==> src/rtl/nabp_sched_pkg.sv <==
// ============================================================================
//  Module   : nabp_sched_pkg
//  Purpose  : Shared state encoding and default widths for the angle scheduler.
//  Revision : 1.0  initial release
// ============================================================================
`default_nettype none

package nabp_sched_pkg;

    // c_ANGLE_LENGTH mirrors kAngleLength used by the rest of the NABP datapath.
    localparam int c_ANGLE_LENGTH    = 8;
    localparam int c_ANGLE_MODULUS   = 180;
    localparam int c_COUNT_LENGTH    = 8;
    localparam int c_MAX_OUTSTANDING = 2;

    typedef enum logic [1:0] {
        ST_IDLE  = 2'd0,
        ST_ISSUE = 2'd1,
        ST_DRAIN = 2'd2,
        ST_DONE  = 2'd3
    } sched_state_t;

    function automatic int outstanding_width(input int max_outstanding);
        return $clog2(max_outstanding + 1);
    endfunction

endpackage

`default_nettype wire

==> src/rtl/nabp_angle_scheduler_if.sv <==
// ============================================================================
//  Module   : nabp_angle_scheduler_if
//  Purpose  : Control, next-angle and release handshakes of the angle scheduler.
//  Revision : 1.0  initial release
// ============================================================================
`default_nettype none

interface nabp_angle_scheduler_if
    import nabp_sched_pkg::*;
#(
    parameter int ANGLE_LENGTH    = c_ANGLE_LENGTH,
    parameter int COUNT_LENGTH    = c_COUNT_LENGTH,
    parameter int MAX_OUTSTANDING = c_MAX_OUTSTANDING
) ();

    localparam int OUT_W = outstanding_width(MAX_OUTSTANDING);

    logic                    start;
    logic [ANGLE_LENGTH-1:0] cfg_angle_start;
    logic [ANGLE_LENGTH-1:0] cfg_angle_step;
    logic [COUNT_LENGTH-1:0] cfg_angle_count;
    logic                    next_angle;
    logic                    next_angle_ack;
    logic [ANGLE_LENGTH-1:0] angle;
    logic                    has_next_angle;
    logic                    prev_angle_release;
    logic                    prev_angle_release_ack;
    logic [OUT_W-1:0]        outstanding;
    logic                    busy;
    logic                    done;
    logic                    err_release;

    // Master is the swap control side; slave is the scheduler.
    modport master (
        output start, cfg_angle_start, cfg_angle_step, cfg_angle_count,
        output next_angle, prev_angle_release,
        input  next_angle_ack, angle, has_next_angle, prev_angle_release_ack,
        input  outstanding, busy, done, err_release
    );

    modport slave (
        input  start, cfg_angle_start, cfg_angle_step, cfg_angle_count,
        input  next_angle, prev_angle_release,
        output next_angle_ack, angle, has_next_angle, prev_angle_release_ack,
        output outstanding, busy, done, err_release
    );

endinterface

`default_nettype wire

==> src/rtl/nabp_angle_mod_step.sv <==
// ============================================================================
//  Module   : nabp_angle_mod_step
//  Purpose  : Combinational modulo adder: next = (angle + step) mod ANGLE_MODULUS.
//  Revision : 1.0  initial release
// ============================================================================
`default_nettype none

module nabp_angle_mod_step
    import nabp_sched_pkg::*;
#(
    parameter int ANGLE_LENGTH  = c_ANGLE_LENGTH,
    parameter int ANGLE_MODULUS = c_ANGLE_MODULUS
) (
    input  wire logic [ANGLE_LENGTH-1:0] angle,
    input  wire logic [ANGLE_LENGTH-1:0] step,
    output logic      [ANGLE_LENGTH-1:0] next_angle
);

    localparam logic [ANGLE_LENGTH:0] c_MODULUS = (ANGLE_LENGTH + 1)'(ANGLE_MODULUS);

    logic [ANGLE_LENGTH:0] w_sum;
    logic [ANGLE_LENGTH:0] w_result;

    // Carry bit is kept so sums past 2**ANGLE_LENGTH still compare correctly.
    assign w_sum    = {1'b0, angle} + {1'b0, step};
    assign w_result = (w_sum >= c_MODULUS) ? (w_sum - c_MODULUS) : w_sum;
    assign next_angle = ANGLE_LENGTH'(w_result);

endmodule

`default_nettype wire

==> src/rtl/nabp_angle_scheduler.sv <==
// ============================================================================
//  Module   : nabp_angle_scheduler
//  Purpose  : Issues an arithmetic projection-angle sequence to swap control,
//             capping issued-but-unreleased angles. Optional statistics via
//             NABP_ANGLE_SCHED_STATS_EN.
//  Revision : 1.0  initial release
// ============================================================================
`default_nettype none

module nabp_angle_scheduler
    import nabp_sched_pkg::*;
#(
    parameter int ANGLE_LENGTH    = c_ANGLE_LENGTH,
    parameter int ANGLE_MODULUS   = c_ANGLE_MODULUS,
    parameter int COUNT_LENGTH    = c_COUNT_LENGTH,
    parameter int MAX_OUTSTANDING = c_MAX_OUTSTANDING
) (
    input  wire logic              clk,
    input  wire logic              reset,
`ifdef NABP_ANGLE_SCHED_STATS_EN
    output logic      [31:0]       st_stall_cycles,
    output logic      [31:0]       st_busy_cycles,
`endif
    nabp_angle_scheduler_if.slave  bus
);

    localparam int              OUT_W     = outstanding_width(MAX_OUTSTANDING);
    localparam logic [OUT_W-1:0] c_MAX_OUT = OUT_W'(MAX_OUTSTANDING);

    sched_state_t            r_state;
    sched_state_t            w_state_next;
    logic [ANGLE_LENGTH-1:0] r_angle;
    logic [ANGLE_LENGTH-1:0] r_next_angle;
    logic [ANGLE_LENGTH-1:0] r_step;
    logic [ANGLE_LENGTH-1:0] w_stepped;
    logic [COUNT_LENGTH-1:0] r_remaining;
    logic [OUT_W-1:0]        r_outstanding;
    logic [OUT_W-1:0]        w_outstanding_next;
    logic                    r_next_ack;
    logic                    r_release_ack;
    logic                    r_done;
    logic                    r_err_release;
    logic                    w_start_accept;
    logic                    w_grant;
    logic                    w_release_req;
    logic                    w_release;
    logic                    w_release_err;

    nabp_angle_mod_step #(
        .ANGLE_LENGTH  (ANGLE_LENGTH),
        .ANGLE_MODULUS (ANGLE_MODULUS)
    ) u_mod_step (
        .angle      (r_next_angle),
        .step       (r_step),
        .next_angle (w_stepped)
    );

    assign w_start_accept = (r_state == ST_IDLE) && bus.start;

    // The registered ack masks the request for one cycle: the requester still
    // holds it on the edge after the ack and must not be served twice.
    assign w_grant = (r_state == ST_ISSUE) && (r_remaining != '0) &&
                     bus.next_angle && !r_next_ack && (r_outstanding < c_MAX_OUT);

    assign w_release_req = (r_state != ST_DONE) && bus.prev_angle_release && !r_release_ack;
    assign w_release     = w_release_req && (r_outstanding != '0);
    assign w_release_err = w_release_req && (r_outstanding == '0);

    always_comb begin
        w_outstanding_next = r_outstanding;
        case ({w_grant, w_release})
            2'b10:   w_outstanding_next = r_outstanding + OUT_W'(1);
            2'b01:   w_outstanding_next = r_outstanding - OUT_W'(1);
            default: w_outstanding_next = r_outstanding;
        endcase
    end

    always_comb begin
        w_state_next = r_state;
        case (r_state)
            ST_IDLE: begin
                if (bus.start) begin
                    w_state_next = (bus.cfg_angle_count != '0) ? ST_ISSUE : ST_DONE;
                end
            end
            ST_ISSUE: begin
                if (r_remaining == '0) begin
                    w_state_next = ST_DRAIN;
                end
            end
            ST_DRAIN: begin
                // Look at the post-release count so done trails the last release by one cycle.
                if (w_outstanding_next == '0) begin
                    w_state_next = ST_DONE;
                end
            end
            ST_DONE: begin
                w_state_next = ST_IDLE;
            end
            default: begin
                w_state_next = ST_IDLE;
            end
        endcase
    end

    always_ff @(posedge clk) begin
        if (reset) begin
            r_state       <= ST_IDLE;
            r_angle       <= '0;
            r_next_angle  <= '0;
            r_step        <= '0;
            r_remaining   <= '0;
            r_outstanding <= '0;
            r_next_ack    <= 1'b0;
            r_release_ack <= 1'b0;
            r_done        <= 1'b0;
            r_err_release <= 1'b0;
        end else begin
            r_state       <= w_state_next;
            r_outstanding <= w_outstanding_next;
            r_next_ack    <= w_grant;
            r_release_ack <= w_release;
            r_done        <= (r_state == ST_DONE);

            if (w_start_accept) begin
                r_angle      <= bus.cfg_angle_start;
                r_next_angle <= bus.cfg_angle_start;
                r_step       <= bus.cfg_angle_step;
                r_remaining  <= bus.cfg_angle_count;
            end else if (w_grant) begin
                r_angle      <= r_next_angle;
                r_next_angle <= w_stepped;
                r_remaining  <= r_remaining - COUNT_LENGTH'(1);
            end

            if (w_start_accept) begin
                r_err_release <= 1'b0;
            end else if (w_release_err) begin
                r_err_release <= 1'b1;
            end
        end
    end

`ifdef NABP_ANGLE_SCHED_STATS_EN
    logic [31:0] r_stall_cycles;
    logic [31:0] r_busy_cycles;
    logic        w_stall;

    assign w_stall = (r_state == ST_ISSUE) && (r_remaining != '0) &&
                     bus.next_angle && (r_outstanding == c_MAX_OUT);

    always_ff @(posedge clk) begin
        if (reset || w_start_accept) begin
            r_stall_cycles <= '0;
            r_busy_cycles  <= '0;
        end else begin
            if (w_stall && (r_stall_cycles != '1)) begin
                r_stall_cycles <= r_stall_cycles + 32'd1;
            end
            if ((r_state != ST_IDLE) && (r_busy_cycles != '1)) begin
                r_busy_cycles <= r_busy_cycles + 32'd1;
            end
        end
    end

    assign st_stall_cycles = r_stall_cycles;
    assign st_busy_cycles  = r_busy_cycles;
`endif

    assign bus.next_angle_ack         = r_next_ack;
    assign bus.angle                  = r_angle;
    assign bus.has_next_angle         = (r_state == ST_ISSUE) && (r_remaining != '0);
    assign bus.prev_angle_release_ack = r_release_ack;
    assign bus.outstanding            = r_outstanding;
    assign bus.busy                   = (r_state != ST_IDLE);
    assign bus.done                   = r_done;
    assign bus.err_release            = r_err_release;

endmodule

`default_nettype wire
==> src/flat_wrapper.sv <==
// flat-port wrapper written by rule: the top's interface ports become plain ports
module nabp_angle_scheduler_flat import nabp_sched_pkg::*;
#(
    parameter int ANGLE_LENGTH    = c_ANGLE_LENGTH,
    parameter int ANGLE_MODULUS   = c_ANGLE_MODULUS,
    parameter int COUNT_LENGTH    = c_COUNT_LENGTH,
    parameter int MAX_OUTSTANDING = c_MAX_OUTSTANDING
)
  (clk, reset, bus_start, bus_cfg_angle_start, bus_cfg_angle_step, bus_cfg_angle_count, bus_next_angle, bus_prev_angle_release, bus_next_angle_ack, bus_angle, bus_has_next_angle, bus_prev_angle_release_ack, bus_outstanding, bus_busy, bus_done, bus_err_release);
  nabp_angle_scheduler_if #(.ANGLE_LENGTH(ANGLE_LENGTH), .COUNT_LENGTH(COUNT_LENGTH), .MAX_OUTSTANDING(MAX_OUTSTANDING)) bus_i ();
  input  wire logic clk;
  input  wire logic reset;
  input wire logic [$bits(bus_i.start)-1:0] bus_start;
  input wire logic [$bits(bus_i.cfg_angle_start)-1:0] bus_cfg_angle_start;
  input wire logic [$bits(bus_i.cfg_angle_step)-1:0] bus_cfg_angle_step;
  input wire logic [$bits(bus_i.cfg_angle_count)-1:0] bus_cfg_angle_count;
  input wire logic [$bits(bus_i.next_angle)-1:0] bus_next_angle;
  input wire logic [$bits(bus_i.prev_angle_release)-1:0] bus_prev_angle_release;
  output wire logic [$bits(bus_i.next_angle_ack)-1:0] bus_next_angle_ack;
  output wire logic [$bits(bus_i.angle)-1:0] bus_angle;
  output wire logic [$bits(bus_i.has_next_angle)-1:0] bus_has_next_angle;
  output wire logic [$bits(bus_i.prev_angle_release_ack)-1:0] bus_prev_angle_release_ack;
  output wire logic [$bits(bus_i.outstanding)-1:0] bus_outstanding;
  output wire logic [$bits(bus_i.busy)-1:0] bus_busy;
  output wire logic [$bits(bus_i.done)-1:0] bus_done;
  output wire logic [$bits(bus_i.err_release)-1:0] bus_err_release;
  assign bus_i.start = bus_start;
  assign bus_i.cfg_angle_start = bus_cfg_angle_start;
  assign bus_i.cfg_angle_step = bus_cfg_angle_step;
  assign bus_i.cfg_angle_count = bus_cfg_angle_count;
  assign bus_i.next_angle = bus_next_angle;
  assign bus_i.prev_angle_release = bus_prev_angle_release;
  assign bus_next_angle_ack = bus_i.next_angle_ack;
  assign bus_angle = bus_i.angle;
  assign bus_has_next_angle = bus_i.has_next_angle;
  assign bus_prev_angle_release_ack = bus_i.prev_angle_release_ack;
  assign bus_outstanding = bus_i.outstanding;
  assign bus_busy = bus_i.busy;
  assign bus_done = bus_i.done;
  assign bus_err_release = bus_i.err_release;
  nabp_angle_scheduler #(.ANGLE_LENGTH(ANGLE_LENGTH), .ANGLE_MODULUS(ANGLE_MODULUS), .COUNT_LENGTH(COUNT_LENGTH), .MAX_OUTSTANDING(MAX_OUTSTANDING)) u_core (.clk(clk), .reset(reset), .bus(bus_i));
endmodule
==> config.mk <==
export PLATFORM = sky130hd
export DESIGN_NAME = nabp_angle_scheduler_flat
export DESIGN_NICKNAME = d
export VERILOG_FILES = /design/src/rtl/nabp_sched_pkg.sv /design/src/rtl/nabp_angle_scheduler_if.sv /design/src/rtl/nabp_angle_mod_step.sv /design/src/rtl/nabp_angle_scheduler.sv /design/src/flat_wrapper.sv
export SDC_FILE = /design/constraint.sdc
export NUM_CORES = 1
export LEC_CHECK = 0
export CORE_MARGIN = 2
export CORE_UTILIZATION = 49
export CTS_BUF_LIST = sky130_fd_sc_hd__clkbuf_4
export DETAILED_ROUTE_END_ITERATION = 7
export GPL_ROUTABILITY_DRIVEN = 0
export HOLD_SLACK_MARGIN = 0.15
export PLACE_DENSITY = 0.83
export SETUP_SLACK_MARGIN = 0.4
export SLEW_MARGIN = 10
export SYNTH_ARGS = -nofsm -noshare
export SYNTH_HDL_FRONTEND = slang
export SYNTH_SLANG_ARGS = --single-unit
==> constraint.sdc <==
create_clock -name clk -period 3.1 [get_ports clk]
set_clock_uncertainty 0.15 [all_clocks]
set_input_delay 0.775 -clock clk [delete_from_list [all_inputs] [get_ports clk]]
set_output_delay 0.775 -clock clk [all_outputs]
set_load 0.01 [all_outputs]
==> results by group <==
Yosys
  – Post-synthesis net count: 345
  – Synth Flop Type: dfxtp_1
  – Ys async rst share: 0%
  – Register area share after synthesis: about a third
  – Mux contribution to synthesized area: 1.27%
  – EDFF count, synth: 0
  – Distinct cell type count after synthesis: 49
  – Yosys warns: 0
  – Synth Register Bits: 40
  – Simple-Gate Fraction of Synth Area: 23.2%
  – Synth Area in Adders: around a tenth
  – Post-Syn Instances: 298
  – Mean post-synth cell area: 7.94 µm²
  – Post-synth design cell area: 2370 µm²
  – Synth Area in Compound Gates: 23.6%
  – Main combinational cell family by area after synthesis: compound AO/OA/AOI/OAI gates
  – Post-Synth XOR/XNOR Area: under 10%

Power and ir drop
  – Clock power share: 13.1%
  – Reg power frac: 28.7%
  – Worst vdd ir: between 0.5 and 0.6 mV
  – Sw Ratio: 41.8%
  – Internal: roughly 1600 µW
  – Leak: 0.00130 µW
  – Switching Power: 1130 µW
  – Comb pwr share: 58.1%
  – Pwr dens: 806 nW/µm²

Worst setup path
  – Crit path launch type: flip-flop
  – Critical Path Start: u_core.r_remaining[4]$_SDFFE_PP0P_
  – WP data arrival: 2980 ps
  – Crit path to: u_core.r_state[0]$_SDFFE_PP0P_
  – R2R setup slack: about 260 ps
  – R2r endpoint: u_core.r_state[0]$_SDFFE_PP0P_
  – Setup CP Type: flip-flop to flip-flop
  – Reg2Reg Launch Point: u_core.r_remaining[4]$_SDFFE_PP0P_
  – CP Data Required Time: between 3000 and 4000 ps
  – Critical path capture point type: flip-flop
  – Worst Reg2Reg Path Length in Cells: 12
  – Crit path max fanout: 5

Timing
  – Achievable Freq: 352 MHz
  – Final Max Slew Viols: 0
  – Tcrit/Tclk final: 91.5%
  – Final hold vios: 0
  – Rel. slew slack: 63.5%
  – Final Critical Period: 2840 ps
  – Setup violators final: 0
  – Worst-Margin Slew: approximately 550 ps
  – RSZ-0062 raised after global routing: yes
  – Post-Route Setup TNS: 0 ps
  – Final setup margin: ~260 ps

Floorplan
  – Die Area: about 5400 µm²
  – I/O Pins: 45
  – Die Height: 73.5 µm
  – Starting density of the core: 50.4%
  – Core area: 4690 µm²
  – Die width: 73.5 µm
  – Core Rows: 25

Finish
  – FF+latch area: 813 µm²
  – Non-Filler Instances: 420
  – Layout cell share with drive strength beyond 1: 20.8%
  – Fillers: 331
  – Syn-to-layout area delta: 41.5%
  – Commonest non-fill, non-tap cell in the layout: nand2_1
  – # nets final: 412
  – Layout Cell Area excl Fill: 3350 µm²
  – Most frequent cells in the layout: 46 x nand2_1, 43 x clkdlybuf4s50_1, 34 x dfxtp_1
  – N_diodes: 0
  – Area of the multi-input gates: approximately 1700 µm²

Route
  – Post-DR wirelength/cell: 16.3 µm
  – Drt pass-1 iters: 4
  – Total wire length: 6850 µm
  – DR iter-0 viols: 210
  – Via density: 5.97
  – Via count: roughly 2500
  – Routed Antenna Nets: 0
  – DRC: 0

Placed design
  – Final HPWL DP: 4050 µm
  – Cells after DPL: 391
  – Pre-CTS WS: between 100 and 150 ps
  – Buffers on Ports: 44
  – Placed Area: 2930 µm²

Worst hold path
  – Hold/Removal Path Class: flip-flop to flip-flop
  – Min-delay src: u_core.r_step[7]$_SDFFE_PP0P_

Clock network
  – Num Clock Sinks: 40
  – CTS tree: done
  – CTS root buffer: clkbuf_4
  – Number of H-tree levels: 2
  – Clk_lat worst skew: 360 ps
  – CTS clock-pin slew for the worst setup and hold paths: about 130 ps
  – Clk buf depth: 2
  – Cts bufs inserted: 5

Global route
  – Largest net degree at the start of global routing: 31
  – GRT overflow: 0
  – Total track usage: 22.6%
  – Initial antenna violation count: 0
  – Vias in the first global route: 2119
  – First-pass GRT wire length: 9640 µm

Status
  – Outcome: complete, no violations

Flow run
  – Number of max-cap violations: 0
==> power by group through the flow <==
stage               Combinational [µW]  Clock (µW)  Sequential (µW)
detailed placement                1240           0              771
finish                            1570         355              775
floorplan                          866           0              764
CTS                               1390         359              759
global placement                  1210           0              766
global route                      1700         384              787
==> worst min-delay path by stage <==
| stage | end | cells past startpoint | slack [ps] |
|---|---|---|---|
| after floorplan | u_core.r_step[0]$_SDFFE_PP0P_ | 2 | 290 |
| after global placement | u_core.r_step[7]$_SDFFE_PP0P_ | 2 | 300 |
| after detailed placement | u_core.r_step[7]$_SDFFE_PP0P_ | 2 | 310 |
| after CTS | u_core.r_step[7]$_SDFFE_PP0P_ | 2 | 330 |
| after global routing | u_core.r_step[7]$_SDFFE_PP0P_ | 2 | 340 |
| final | u_core.r_step[7]$_SDFFE_PP0P_ | 2 | 330 |
==> cells in the mapped netlist (all sizes together) (4+ instances only) <==
| master | count | area, µm² |
|---|---|---|
| a311oi | 7 | 61.3 |
| dfxtp | 40 | 801 |
| inv | 13 | 48.8 |
| and3 | 4 | 30.0 |
| o21ai | 12 | 60.1 |
| nor3 | 8 | 40.0 |
| xnor2 | 7 | 61.3 |
| nand2 | 46 | 173 |
| nand3 | 4 | 20.0 |
| nor2 | 28 | 105 |
| nor2b | 5 | 31.3 |
| ha | 17 | 213 |
| a211oi | 10 | 75.1 |
| a31oi | 8 | 50.1 |
| o211ai | 5 | 37.5 |
| a21oi | 25 | 125 |
| clkbuf | 11 | 41.3 |
==> cell families after synthesis <==
| family | Yosys count |
|---|---|
| muxes | 3 |
| adders and majority gates | 18 |
| DFF | 40 |
| buffers and inverters | 27 |
| xor gates and xnor gates | 10 |
| and+or+nand+nor | 116 |
| AOI/OAI and AO/OA | 84 |
==> sequential cells by signal, indices dropped and copies added (netlist names) <==
signal	flops
u_core.r_remaining	8
u_core.bus.angle	8
u_core.bus.done	1
u_core.r_step	8
u_core.bus.prev_angle_release_ack	1
u_core.bus.outstanding	2
u_core.bus.next_angle_ack	1
u_core.r_state	2
u_core.bus.err_release	1
u_core.r_next_angle	8
==> layout make-up <==
| class | count | share of cell area [%] |
|---|---|---|
| well taps | 54 | 2.02 |
| inverters | 13 | 1.53 |
| clock inverters | 3 | 1.27 |
| repair buffers | 74 | 20.4 |
| clock buffers | 5 | 1.12 |
| flip-flops and latches | 40 | 24.3 |
| multi-input cells | 231 | 49.3 |
==> critical path, stage by stage, from the launching register on <==
cell and delay [ps]:
dfxtp_1 370, or3_1 460, o31a_4 380, and3_4 170, inv_4 60, ha_4 210
nor2b_4 140, a21oi_2 60, or2_4 230, a31oi_4 130, o21ai_2 100, o21bai_1 170
a21oi_1 140
==> timing repair <==
| item | in CTS | in global routing |
|---|---|---|
| hold buffers | 0 | 0 |
| setup buffers | 13 | 8 |
| resized for setup | 12 | 25 |
| endpoints found under the setup margin | 7 | 12 |
| pin swaps | 4 | 12 |
| cloned | 0 | 0 |
==> per-stage QoR <==
| stage | util, % | hold slack, ps | total power (µW) |
|---|---|---|---|
| 6_report | 71.3 | 327 | 2700 |
| 4_1_cts | 67.6 | 325 | 2510 |
| 5_1_grt | 71.3 | 339 | 2870 |
| 2_1_floorplan | - | 291 | 1630 |
| 3_3_place_gp | 62.4 | 302 | 1970 |
| 3_5_place_dp | 62.4 | 308 | 2010 |
==> metal layers <==
metal | vias up | track usage, % | share of wire, %
met5 | - | 0 | 0
met3 | 16 | 4.80 | 6.2
met4 | 0 | 7.68 | 2.0
met1 | 1192 | 29.6 | 41
met2 | 95 | 36.9 | 51
li1 | 1206 | - | -
Power figures use the tool's default switching activity.
